[src/rtl/mm_pkg.sv]
// mm_pkg: shared states, control/status bit positions and datapath encodings for mm_controller
package mm_pkg;

    localparam int CTRL_W = 15;
    localparam int STAT_W = 3;

    typedef enum logic [2:0] {
        S_IDLE,
        S_LOAD,
        S_DBL,
        S_RED_D,
        S_ADD,
        S_RED_A,
        S_DONE
    } state_t;

    localparam int CB_LOAD_A    = 14;
    localparam int CB_LOAD_N    = 13;
    localparam int CB_LOAD_COUN = 12;
    localparam int CB_LOAD_B    = 11;
    localparam int CB_SHIFT_B   = 10;
    localparam int CB_LOAD_C    = 9;
    localparam int CB_SHIFT_C   = 8;
    localparam int CB_S_COUN    = 7;
    localparam int CB_S_COMP1   = 6;
    localparam int CB_S_COMP2   = 5;
    localparam int CB_S_AS1     = 4;
    localparam int CB_S_AS2_LO  = 2;
    localparam int CB_S_C       = 1;
    localparam int CB_AS        = 0;

    localparam logic [1:0] SEL_A    = 2'b00;
    localparam logic [1:0] SEL_N    = 2'b01;
    localparam logic [1:0] SEL_ZERO = 2'b10;

    localparam int ST_CNT_Z = 2;
    localparam int ST_GE_N  = 1;
    localparam int ST_B_MSB = 0;

endpackage

[src/rtl/mm_controller.sv]
// mm_controller: FSM sequencing the interleaved modular multiplier datapath (optional abort via MM_CTRL_ABORT_EN)
module mm_controller
    import mm_pkg::*;
(
    input  logic              clk,
    input  logic              rst,
    input  logic              start,
`ifdef MM_CTRL_ABORT_EN
    input  logic              abort,
`endif
    input  logic [STAT_W-1:0] Status_Signal,
    output logic [CTRL_W-1:0] Control_Signal,
    output logic              busy,
    output logic              done
);

    state_t              r_state;
    state_t              w_next;
    logic                w_abort;
    logic [CTRL_W-1:0]   w_ctrl;

`ifdef MM_CTRL_ABORT_EN
    assign w_abort = abort && r_state != S_IDLE && r_state != S_DONE;
`else
    assign w_abort = 1'b0;
`endif

    // state register, async active-low reset
    always_ff @(posedge clk or negedge rst) begin
        if (!rst)
            r_state <= S_IDLE;
        else
            r_state <= w_next;
    end

    // next-state: fixed four-cycle bit-step loop until the counter hits zero in RED_A
    always_comb begin
        w_next = r_state;
        case (r_state)
            S_IDLE:  w_next = start ? S_LOAD : S_IDLE;
            S_LOAD:  w_next = S_DBL;
            S_DBL:   w_next = S_RED_D;
            S_RED_D: w_next = S_ADD;
            S_ADD:   w_next = S_RED_A;
            S_RED_A: w_next = Status_Signal[ST_CNT_Z] ? S_DONE : S_DBL;
            default: w_next = S_IDLE;
        endcase
        if (w_abort)
            w_next = S_IDLE;
    end

    // control decode from state and status; zero while an abort is taking effect
    always_comb begin
        w_ctrl = '0;
        case (r_state)
            S_LOAD: begin
                w_ctrl[CB_LOAD_A]    = 1'b1;
                w_ctrl[CB_LOAD_N]    = 1'b1;
                w_ctrl[CB_LOAD_COUN] = 1'b1;
                w_ctrl[CB_LOAD_B]    = 1'b1;
                w_ctrl[CB_LOAD_C]    = 1'b1;
                w_ctrl[CB_S_C]       = 1'b1;
            end
            S_DBL: begin
                w_ctrl[CB_LOAD_C]                    = 1'b1;
                w_ctrl[CB_S_AS1]                     = 1'b1;
                w_ctrl[CB_S_AS2_LO+1:CB_S_AS2_LO]    = SEL_ZERO;
            end
            S_RED_D, S_RED_A: begin
                w_ctrl[CB_LOAD_C]                    = Status_Signal[ST_GE_N];
                w_ctrl[CB_S_AS2_LO+1:CB_S_AS2_LO]    = Status_Signal[ST_GE_N] ? SEL_N : SEL_A;
                w_ctrl[CB_AS]                        = Status_Signal[ST_GE_N];
            end
            S_ADD: begin
                w_ctrl[CB_LOAD_COUN]                 = 1'b1;
                w_ctrl[CB_S_COUN]                    = 1'b1;
                w_ctrl[CB_SHIFT_B]                   = 1'b1;
                w_ctrl[CB_LOAD_C]                    = Status_Signal[ST_B_MSB];
                w_ctrl[CB_S_AS2_LO+1:CB_S_AS2_LO]    = SEL_A;
            end
            default: w_ctrl = '0;
        endcase
    end

    assign Control_Signal = w_abort ? '0 : w_ctrl;
    assign busy           = r_state != S_IDLE;
    assign done           = r_state == S_DONE;

endmodule

[config.mk]
export PLATFORM = sky130hd
export DESIGN_NAME = mm_controller
export DESIGN_NICKNAME = d
export VERILOG_FILES = /design/src/rtl/mm_pkg.sv /design/src/rtl/mm_controller.sv
export SDC_FILE = /design/constraint.sdc
export NUM_CORES = 1
export LEC_CHECK = 0
export ABC_CLOCK_PERIOD_IN_PS = 3400
export CAP_MARGIN = 20
export CORE_AREA = 3 3 40 42
export DETAILED_ROUTE_END_ITERATION = 8
export DIE_AREA = 0 0 43 45
export PLACE_DENSITY_LB_ADDON = 0.15
export RECOVER_POWER = 50
export SLEW_MARGIN = 20
export SYNTH_ARGS = -nofsm -noshare
export SYNTH_HDL_FRONTEND = slang
export SYNTH_SLANG_ARGS = --single-unit
[constraint.sdc]
create_clock -name clk -period 3.4 [get_ports clk]
set_clock_uncertainty 0.15 [all_clocks]
set_input_delay 0.68 -clock clk [delete_from_list [all_inputs] [get_ports clk]]
set_output_delay 0.68 -clock clk [all_outputs]
set_load 0.02 [all_outputs]
# Word-level counts from Yosys, hierarchy flattened
# Cells that the tools add are included.
[totals]
reg_bits = 3
input_bits = 6
output_inout_bits = 17
[op_classes]
n_eq_ne = 6
mux = 12
n_reduce_logical = 5
[ops]
columns = ["cell", "n"]
rows = [
  ["one-hot mux 3 bit (6 select lines)", 1],
  ["equality test 3 bit (second input constant)", 3],
  ["two-way mux 1 bit", 7],
  ["equality test 3 x 2 -> 1 bit (second input constant)", 2],
  ["OR reduction 2 bit", 3],
  ["one-hot mux 2 bit (2 select lines)", 1],
  ["equality test 3 x 1 -> 1 bit (second input constant)", 1],
  ["logical NOT 3 bit", 1],
  ["two-way mux 3 bit", 1],
  ["one-hot mux 1 bit (3 select lines)", 1],
  ["nonzero test 3 bit", 1],
  ["two-way mux 2 bit", 1],
]

# Longest topological paths before layout
[depth]
word_depth = 3
mapped_depth = 4
mapped_depth_nobuf = 2

# Worst setup path before layout
# OpenSTA, ideal clock, no wires.
[synth_timing]
path_kind = "reg2out"
from = "register r_state[1]"
to = "output port Control_Signal[11]"
arrival_time_ps = 1432
required_ps = 2570
slack_ps = 1138
stages_incl_launch_ff = 4
cell_sequence = "dfrtp_1 > buf_4 > nor3_1 > buf_4"
[synth_via]
elab_chain_cells = 2
[synth_rtl]
columns = ["item", "line", "source"]
rows = [
  ["start: declaration", "mm_controller.sv:17", "state_t r_state;"],
  ["start signal: assignment", "mm_controller.sv:33", "r_state <= w_next;"],
  ["equality test 3 x 1 -> 1 bit", "n/a", ""],
  ["two-way mux 1 bit", "n/a", ""],
  ["end: declaration", "mm_controller.sv:12", "output logic [CTRL_W-1:0] Control_Signal,"],
]
# No other way between the ends.

# Final worst setup path
[layout_timing]
from = "input port Status_Signal[0]"
to = "output port Control_Signal[9]"
[layout_via]
elab_chain_cells = 1
[layout_rtl]
columns = ["item", "line", "source"]
rows = [
  ["start: declaration", "mm_controller.sv:11", "input logic [STAT_W-1:0] Status_Signal,"],
  ["one-hot mux 1 bit (3 select lines)", "mm_controller.sv:55", "case (r_state)"],
]
# No other way between the ends.

==> run_results.csv <==
group,metric,value,unit
status,status,"finished, final reports clean",
clock_network,tritoncts.num_buffers,3,
min_path,hold_wc_path_type,"reg2reg",
final_layout,drive_gt1_share,7.84,%
clock_network,tritoncts,"yes",
route,drc_errors,0,
timing,min_period,2830,ps
final_layout,filler_cell_count,141,
clock_network,cts_resized,0,
clock_network,source_to_sink_clock_delay_at_the_later_pin_of_the_worst_skew_pair,230,ps
min_path,hold_depth,1,
clock_network,cts-hold-fix-buffers,0,
timing,grt_setup_unrepaired,"no",
setup_path,cp.required,2570,ps
logic_synthesis,synth_enable_flop_cells,0,
die,die_h,45,µm
route,antenna_violating_nets_post_route,0,
timing,finalHoldViolations,0,
logic_synthesis,synth_area_leader_cell,"sky130_fd_sc_hd__buf_4",
logic_synthesis,most_frequently_used_cell_type_in_the_post_synthesis_netlist,"sky130_fd_sc_hd__buf_4",
setup_path,worst-setup-path-type,"in2out",
die,rows,13,
grt,grt_antenna_before_repair,0,
grt,track_usage,8.74,%
logic_synthesis,synthTopCellsByCount,"sky130_fd_sc_hd__buf_4, sky130_fd_sc_hd__dfrtp_1, sky130_fd_sc_hd__nand2_1, sky130_fd_sc_hd__nor2_1",
die,start_util,22.9,%
timing,post-route-period-util,83.3,%
setup_path,worst_ep_arrival_time,2000,ps
clock_network,cts_setup_buffers,0,
logic_synthesis,library_cells_used_by_synthesis,18,
power_and_ir_drop,power_density,1110,nW/µm²
final_layout,top_registers,"r_state x3",
route,detail_route.wl_per_cell,10.6,µm
setup_path,critical-path-max-stage-delay,540,ps
timing,max_slew_vio_count,0,
clock_network,clkSinkCount,3,
logic_synthesis,syn-mean-instance-area,7.95,µm²
die,floorplan.die_area,1940,µm²
logic_synthesis,instance_count_of_the_mapped_netlist,37,
placed_design,dpl-instance-area,428,µm²
placed_design,gp_routability_congestion,0.587,
clock_network,cts-root-buf,"sky130_fd_sc_hd__clkbuf_4",
setup_path,crit_buf_inv,2,
clock_network,ctsLongestPathBuffers,2,
route,vias,282,
logic_synthesis,synth-async-reset-ratio,100,%
route,drtPass1Iterations,3,
setup_path,setup.worst_path.start_class,"input pin",
setup_path,timing.critical_path.fanout_max,1,
logic_synthesis,synth_top_area_share,28.1,%
route,initial_drc_count,9,
power_and_ir_drop,worst_ir_drop_vdd,0.339,mV
grt,grt_overflow,0,
logic_synthesis,synth_flop_cell,"sky130_fd_sc_hd__dfrtp_1",
setup_path,crit_path_end_kind,"output port",
flow_run,max_cap_violations,0,
logic_synthesis,yosys_register_bits,3,
route,wl,698,µm
final_layout,insertedDiodeCount,0,
logic_synthesis,synth-warning-count,0,
route,detail_route.vias_per_cell,4.27,
setup_path,cp_cell_sequence,"clkdlybuf4s50_1 -> a211o_1 -> o311a_1 -> clkdlybuf4s50_1",
final_layout,areaGrowthSynthToFinish,52.8,%
setup_path,crit_path_frequent_cell,"sky130_fd_sc_hd__clkdlybuf4s50_1",
die,core_area,1280,µm²
setup_path,crit_slowest_cell,"sky130_fd_sc_hd__clkdlybuf4s50_1",
logic_synthesis,synth.yosys.seq_area_share,25.5,%
die,top_level_ports,23,
timing,final.setup.tns,0,ps
setup_path,worstSetupPathDepth,4,
placed_design,port_buffers,19,
die,die_outline_width,43,µm
logic_synthesis,synth.top_cells.by_area,"sky130_fd_sc_hd__buf_4, sky130_fd_sc_hd__dfrtp_1, sky130_fd_sc_hd__nand2b_1",
clock_network,clock_pin_slew_on_the_worst_setup_and_hold_paths,30,ps
final_layout,final_net_count,58,
grt,grt_start_max_net_pins,13,
final_layout,registers.top_by_ff_count,"r_state",
grt,vias_in_the_first_global_route,275,
setup_path,cp_top_family,"buffers and inverters",
timing,finalSetupViolations,0,
power_and_ir_drop,p_leak,0.188,nW
setup_path,worstRegToRegCells,2,
final_layout,finalInstanceArea,449,µm²
clock_network,ctsHtreeMaxLevel,1,
grt,grt_first_pass_wirelength,1190,µm
timing,max_freq,353,MHz
final_layout,largest_register_ffs,3,
logic_synthesis,post_synthesis_cell_area,294,µm²
[through the flow]
stage | total power, W | instances | utilization [%] | hold WS, ps | setup slack [ps]
CTS | 0.000522 | 66 | 35.3 | 478 | 556
detailed placement | 0.000454 | 62 | 33.3 | 495 | 556
global route | 0.000542 | 66 | 35.0 | 513 | 492
finish | 0.000500 | 66 | 35.0 | 481 | 567
global placement | 0.000453 | 62 | 33.3 | 486 | 568
floorplan | 0.000346 | 39 | - | 234 | 1140
[placed cells by master, fill, tap and decap left out]
cell type	Yosys	final
sky130_fd_sc_hd__clkdlybuf4s50_1	0	12
sky130_fd_sc_hd__dlygate4sd3_1	0	7
sky130_fd_sc_hd__nor2_1	3	3
sky130_fd_sc_hd__nand2_1	3	3
sky130_fd_sc_hd__conb_1	1	3
sky130_fd_sc_hd__clkbuf_4	0	3
sky130_fd_sc_hd__dfrtp_1	3	3
sky130_fd_sc_hd__nand2b_1	2	2
sky130_fd_sc_hd__a21oi_1	2	2
sky130_fd_sc_hd__nor3_1	2	2
sky130_fd_sc_hd__nor3b_1	0	1
sky130_fd_sc_hd__inv_2	1	1
sky130_fd_sc_hd__a211o_1	1	1
sky130_fd_sc_hd__o311a_1	1	1
sky130_fd_sc_hd__o21bai_1	1	1
sky130_fd_sc_hd__a211oi_1	1	1
sky130_fd_sc_hd__nor2b_1	1	1
sky130_fd_sc_hd__o22ai_1	1	1
sky130_fd_sc_hd__xnor2_1	1	1
sky130_fd_sc_hd__and3_1	1	1
sky130_fd_sc_hd__clkbuf_1	0	1
[power breakdown]
group | leakage [nW] | internal (W) | switching [W] | total (W)
sequential | 0.0374 | 0.0000523 | 0.0000424 | 0.0000946
combinational | 0.136 | 0.000166 | 0.000177 | 0.000343
clock | 0.0150 | 0.0000440 | 0.0000184 | 0.0000624
[final cells by class]
cell class / instances / area [µm²] / area share [%]
clock buffers: 4 / 26.3 / 5.85
well taps: 15 / 18.8 / 4.18
multi-input cells: 24 / 135 / 30.1
flip-flops and latches: 3 / 75.1 / 16.7
repair buffers: 19 / 190 / 42.3
inverters: 1 / 3.75 / 0.836
[path summary, 6_finish.rpt]
check                      slack [ps]                 to        startpoint
setup / recovery                  570  Control_Signal[9]  Status_Signal[0]
hold / removal                    480         r_state[0]        r_state[0]
setup reg to reg                 2180         r_state[1]        r_state[1]
hold reg to reg                   480         r_state[0]        r_state[0]
max in group asynchronous        2410         r_state[1]               rst
min in group asynchronous         550         r_state[2]               rst
[layer usage]
layer	wire [µm]	global-route usage, %
met5	0	0
met1	258	9.88
met3	58	3.19
met4	6	10.8
met2	374	11.4
[kinds of logic after synthesis]
logic type | synth area share (%)
AND/OR/NAND/NOR | 23.8
other | 1.28
flip-flops | 25.5
XOR/XNOR | 2.98
AO/OA/AOI/OAI | 17.0
buffers and inverters | 29.4
Power figures use the tool's default switching activity.
==> patch 1: new RTL, config.mk and constraints unchanged <==
Build with the macro `MM_CTRL_ABORT_EN` defined.
--- a/src/rtl/mm_controller.sv
+++ b/src/rtl/mm_controller.sv
@@ -1,4 +1,6 @@
 // mm_controller: FSM sequencing the interleaved modular multiplier datapath (optional abort via MM_CTRL_ABORT_EN)
+`define MM_CTRL_ABORT_EN
+
 module mm_controller
     import mm_pkg::*;
 (
Ports: changed (added abort); port bits go from 23 to 24. The function was not compared with the original's and may differ.
==> patch 1 against the unedited design <==
Final area rose by 17%; total power fell by 27%; via count rose by 13%; non-clock buffer count rose by 1; area after synthesis rose by 20%; setup slack got worse by 0.43 ns; routed wire length rose by 12%; cell count rose by 9.1%; maximum frequency fell by 13%; largest power group unchanged; sequential cell count did not move; hold slack improved by 0.068 ns.
==> patch 1: results (changes against the unedited design) <==
| Metric | Value |
|---|---|
| Status | `finished clean (unchanged)` |
| Routed WL per cell | `10.9 µm (was 10.6 µm)` |
| Worst min path class | `input port to asynchronous set/reset pin (was flip-flop to flip-flop)` |
| Layout cell share with drive strength beyond 1 | `8.77% (was 7.84%)` |
| Ant diodes | `0 (unchanged)` |
| LEAKAGE | `0.199 nW (was 0.188 nW)` |
| Regs by FF count | `r_state x3 (unchanged)` |
| Asr flop ratio synth | `100% (unchanged)` |
| Fin nets | `65 (was 58)` |
| Crit path arrival time | `2.43 ns (was 2.00 ns)` |
| Clk Latency, worst-skew pair | `0.23 ns (about the same)` |
| Dominant cells by area after synthesis | `dfrtp_1, buf_4, nor3_1 (was buf_4, dfrtp_1, nand2b_1)` |
| H-tree levels | `1 (unchanged)` |
| Worst R2R Start | `r_state[2] (was r_state[1])` |
| Root Driver | `clkbuf_4 (unchanged)` |
| Vias | `318 (was 282)` |
| Share of the synthesized area in the top cell type | `21.2% (was 28.1%)` |
| Post-CTS Setup Inserts | `0 (unchanged)` |
| Post-cts sizing count | `0 (unchanged)` |
| Synth area leader | `dfrtp_1 (was buf_4)` |
| CP Max Fanout | `2 (was 1)` |
| PortBufs | `20 (was 19)` |
| Clock buffer count from CTS | `3 (unchanged)` |
| Synth Warn # | `0 (unchanged)` |
| EDFF count, synth | `0 (unchanged)` |
| Filler cells | `128 (was 141)` |
| Gp weighted congestion | `0.662 (was 0.587)` |
| Clk buf depth | `2 (unchanged)` |
| Setup crit start | `Status_Signal[1] (was Status_Signal[0])` |
| GR Util All Layers | `9.11% (was 8.74%)` |
| Max VDD drop | `0.232 mV (was 0.339 mV)` |
| DR pass1 iterations | `2 (was 3)` |
| Largest net degree at the start of global routing | `16 (was 13)` |
| Vias in the first global route | `283 (was 275)` |
| Antenna violations before repair | `0 (unchanged)` |
| First-pass GRT wire length | `1250 µm (was 1190 µm)` |
| Register area share after synthesis | `21.2% (was 25.5%)` |
| CTS clk-pin slew, worst paths | `0.04 ns` |
| Drt initial violations | `3 (was 9)` |
| Distinct cells, synth | `20 (was 18)` |
| Synth cell count leaders | `buf_4, nor3_1, buf_2, dfrtp_1 (was buf_4, dfrtp_1, nand2_1, nor2_1)` |
-- patch 1: final timing paths --
check                                    end  slack (ns)  cells after the start
min in group clk                  r_state[0]        0.56                      1
hold / removal                    r_state[1]        0.55                      1
hold reg to reg                   r_state[0]        0.56                      1
max in group asynchronous         r_state[2]        2.41                      1
setup reg to reg                  r_state[1]        2.07                      2
setup / recovery           Control_Signal[9]        0.14                      5
-- patch 1: where the power goes --
group	total, mW	switching [mW]	internal, mW
Sequential	0.0891	0.0418	0.0473
Combinational	0.211	0.0997	0.112
Clock	0.0626	0.0186	0.0440
Total	0.363	0.160	0.203
-- patch 1: per-layer routing --
metal | GRT usage, % | wire length [µm] | up-vias
met5 | 0 | 0 | -
met4 | 9.04 | 0 | 0
met3 | 2.39 | 30 | 0
met2 | 12.6 | 431 | 9
met1 | 11.2 | 323 | 145
li1 | - | - | 164
-- patch 1: area by class of cell --
type | instances | share of cell area, %
well taps | 15 | 3.58
multi-input cells | 30 | 38.9
flip-flops and latches | 3 | 14.3
repair buffers | 20 | 38.2
clock buffers | 4 | 5.01
-- patch 1: metrics by stage --
step	utilization, %	power (mW)	cells	setup slack (ns)	instance area, µm²
after CTS	40.8	0.377	72	0.123	524
after floorplan	-	0.243	45	0.636	362
after detailed placement	38.8	0.311	68	0.127	498
final	40.8	0.363	72	0.139	524
after global routing	40.8	0.389	72	0.0122	524
after global placement	38.8	0.310	68	0.162	498
-- patch 1: kinds of logic after synthesis --
| group | synth area share (%) |
|---|---|
| compound gates | 13.4 |
| flops | 21.2 |
| simple gates | 36.0 |
| other cells | 1.06 |
| xor+xnor | 4.95 |
| buf+inv | 23.3 |
-- patch 1: critical path: stages --
cell and delay (ns):
clkdlybuf4s50_1 0.53, nor2b_4 0.06, o21a_1 0.17, a2111oi_2 0.33, clkdlybuf4s50_1 0.66
==> patch 2: new RTL, config.mk and constraints unchanged <==
Made on the original files. Reset style: synchronous (`rst`), changed in one clocked block. Comments in the files are not updated.
--- a/src/rtl/mm_controller.sv
+++ b/src/rtl/mm_controller.sv
@@ -26,7 +26,7 @@
 `endif
 
     // state register, async active-low reset
-    always_ff @(posedge clk or negedge rst) begin
+    always_ff @(posedge clk) begin
         if (!rst)
             r_state <= S_IDLE;
         else
Behaviour: differs if rst is asserted again (counterexample within 4 cycles, from zero or initial values and one cycle with rst low); with rst held inactive, the same outputs for 10 cycles.
==> patch 2 against the unedited design <==
Setup slack worse by 0.096 ns; global-route usage rose by 0.41 points; hold slack improved by 0.092 ns; final area up 5.8%; routed wire length increased by 2.6%; count of clock-buffer cells in the layout stayed put; area after synthesis up 15%; sequential cell count unchanged; critical path type unchanged; critical endpoint unchanged.
Power is not compared: it rests on default switching activity, and its combinational part moved more than twofold at a synthesized area within 25%.
==> patch 2: results (changes against the unedited design) <==
| Metric | Value |
|---|---|
| DR pass1 iterations | `2 (was 3)` |
| Net Sw Frac | `34.2%` |
| Most used DFF post-synth | `dfxtp_1 (was dfrtp_1)` |
| DP Cell Count | `64 (was 62)` |
| PortBufs | `19 (unchanged)` |
| Final WL | `716 µm (was 698 µm)` |
| Post-Synth XOR/XNOR Area | `5.19% (was 2.98%)` |
| Avg Vias per Cell | `4.44 (was 4.27)` |
| CP Max Fanout | `3 (was 1)` |
| Max VDD drop | `0.153 mV` |
| Vias in the first global route | `300 (was 275)` |
| Clk buf depth | `2 (unchanged)` |
| Placed Area | `460 µm² (was 428 µm²)` |
| Layout cell share with drive strength beyond 1 | `13.2% (was 7.84%)` |
| First-pass GRT wire length | `1270 µm (was 1190 µm)` |
| GR Util All Layers | `9.15% (was 8.74%)` |
| Largest net degree at the start of global routing | `15 (was 13)` |
| Distinct cells, synth | `21 (was 18)` |
| Antenna violations before repair | `0 (unchanged)` |
| Register area share after synthesis | `17.8% (was 25.5%)` |
| Clock buffer count from CTS | `3 (unchanged)` |
| CTS clk-pin slew, worst paths | `0.04 ns` |
| Worst R2R Start | `r_state[1] (unchanged)` |
| Drt initial violations | `2 (was 9)` |
| Worst path top cell family by delay | `buffers and inverters (unchanged)` |
| Asr flop ratio synth | `0% (was 100%)` |
| Non-Filler Instances | `68 (was 66)` |
| Regs by FF count | `r_state x3 (unchanged)` |
| Hold Path Depth | `2 (was 1)` |
| Slowest stage delay, CP | `0.64 ns (was 0.54 ns)` |
| Reg2Reg Depth | `3 (was 2)` |
| Ant diodes | `0 (unchanged)` |
| Fin nets | `60 (was 58)` |
| Synth Area in Compound Gates | `12.2% (was 17.0%)` |
| HP Start | `r_state[0] (unchanged)` |
| Synth cell count leaders | `buf_4, buf_6, dfxtp_1, nor2_1 (was buf_4, dfrtp_1, nand2_1, nor2_1)` |
| Pre-CTS setup slack | `0.465 ns (was 0.556 ns)` |
| Crit path arrival time | `2.10 ns (was 2.00 ns)` |
| FF-to-FF setup slack | `2.02 ns (was 2.18 ns)` |
| Status | `finished clean (unchanged)` |
| Clk Latency, worst-skew pair | `0.23 ns (about the same)` |
| Hold worst-path end | `r_state[1] (was r_state[0])` |
| Synth Warn # | `0 (unchanged)` |
| WHS | `0.573 ns (was 0.481 ns)` |
| Gp weighted congestion | `0.712 (was 0.587)` |
| Post-CTS Setup Inserts | `0 (unchanged)` |
| Multiplexer area fraction after synthesis | `0% (unchanged)` |
| Synth Area in Adders | `0% (unchanged)` |
| Mapped Cells | `39 (was 37)` |
| Dominant cells by area after synthesis | `dfxtp_1, buf_4, buf_6 (was buf_4, dfrtp_1, nand2b_1)` |
| Filler cells | `129 (was 141)` |
| Worst R2R End | `r_state[1] (unchanged)` |
| Worst min path class | `flip-flop to flip-flop (unchanged)` |
patch 2: cell families after synthesis:
group,after synthesis
simple gates,15
xor+xnor,2
buf+inv,13
other cells,1
flops,3
compound gates,5
patch 2: layout make-up:
type | count | area [µm²] | area share, %
tap | 15 | 18.8 | 3.95
inverter | 2 | 7.51 | 1.58
timing repair buffer | 19 | 190 | 40.0
sequential | 3 | 60.1 | 12.6
clock buffer | 4 | 26.3 | 5.53
multi-input combinational | 25 | 173 | 36.3
patch 2: worst max-delay path by stage:
stage | to | slack [ns] | startpoint
6_report | Control_Signal[9] | 0.47 | Status_Signal[1]
3_3_place_gp | Control_Signal[9] | 0.51 | Status_Signal[1]
3_5_place_dp | Control_Signal[9] | 0.47 | Status_Signal[1]
4_1_cts | Control_Signal[9] | 0.46 | Status_Signal[1]
2_1_floorplan | Control_Signal[10] | 1.19 | r_state[2]
5_1_grt | Control_Signal[9] | 0.36 | Status_Signal[1]
patch 2: per-layer routing:
| metal | up-vias | share of wire, % | track usage, % |
|---|---|---|---|
| li1 | 147 | - | - |
| met5 | - | 0 | 0 |
| met3 | 4 | 12 | 1.59 |
| met1 | 132 | 38 | 10.1 |
| met2 | 19 | 46 | 14.7 |
| met4 | 0 | 3.6 | 9.04 |
patch 2: power groups by stage:
stage / combinational, mW / clock, mW / sequential (mW)
floorplan: 0.0612 / 0 / 0.0409
global placement: 0.0734 / 0 / 0.0480
detailed placement: 0.0741 / 0 / 0.0485
CTS: 0.0746 / 0.0651 / 0.0480
global route: 0.0747 / 0.0654 / 0.0489
finish: 0.0697 / 0.0620 / 0.0471
patch 2: worst min-delay path: stages (launching register included):
cell	delay [ns]
dfxtp_1	0.42
a21oi_1	0.20
nor2_1	0.05
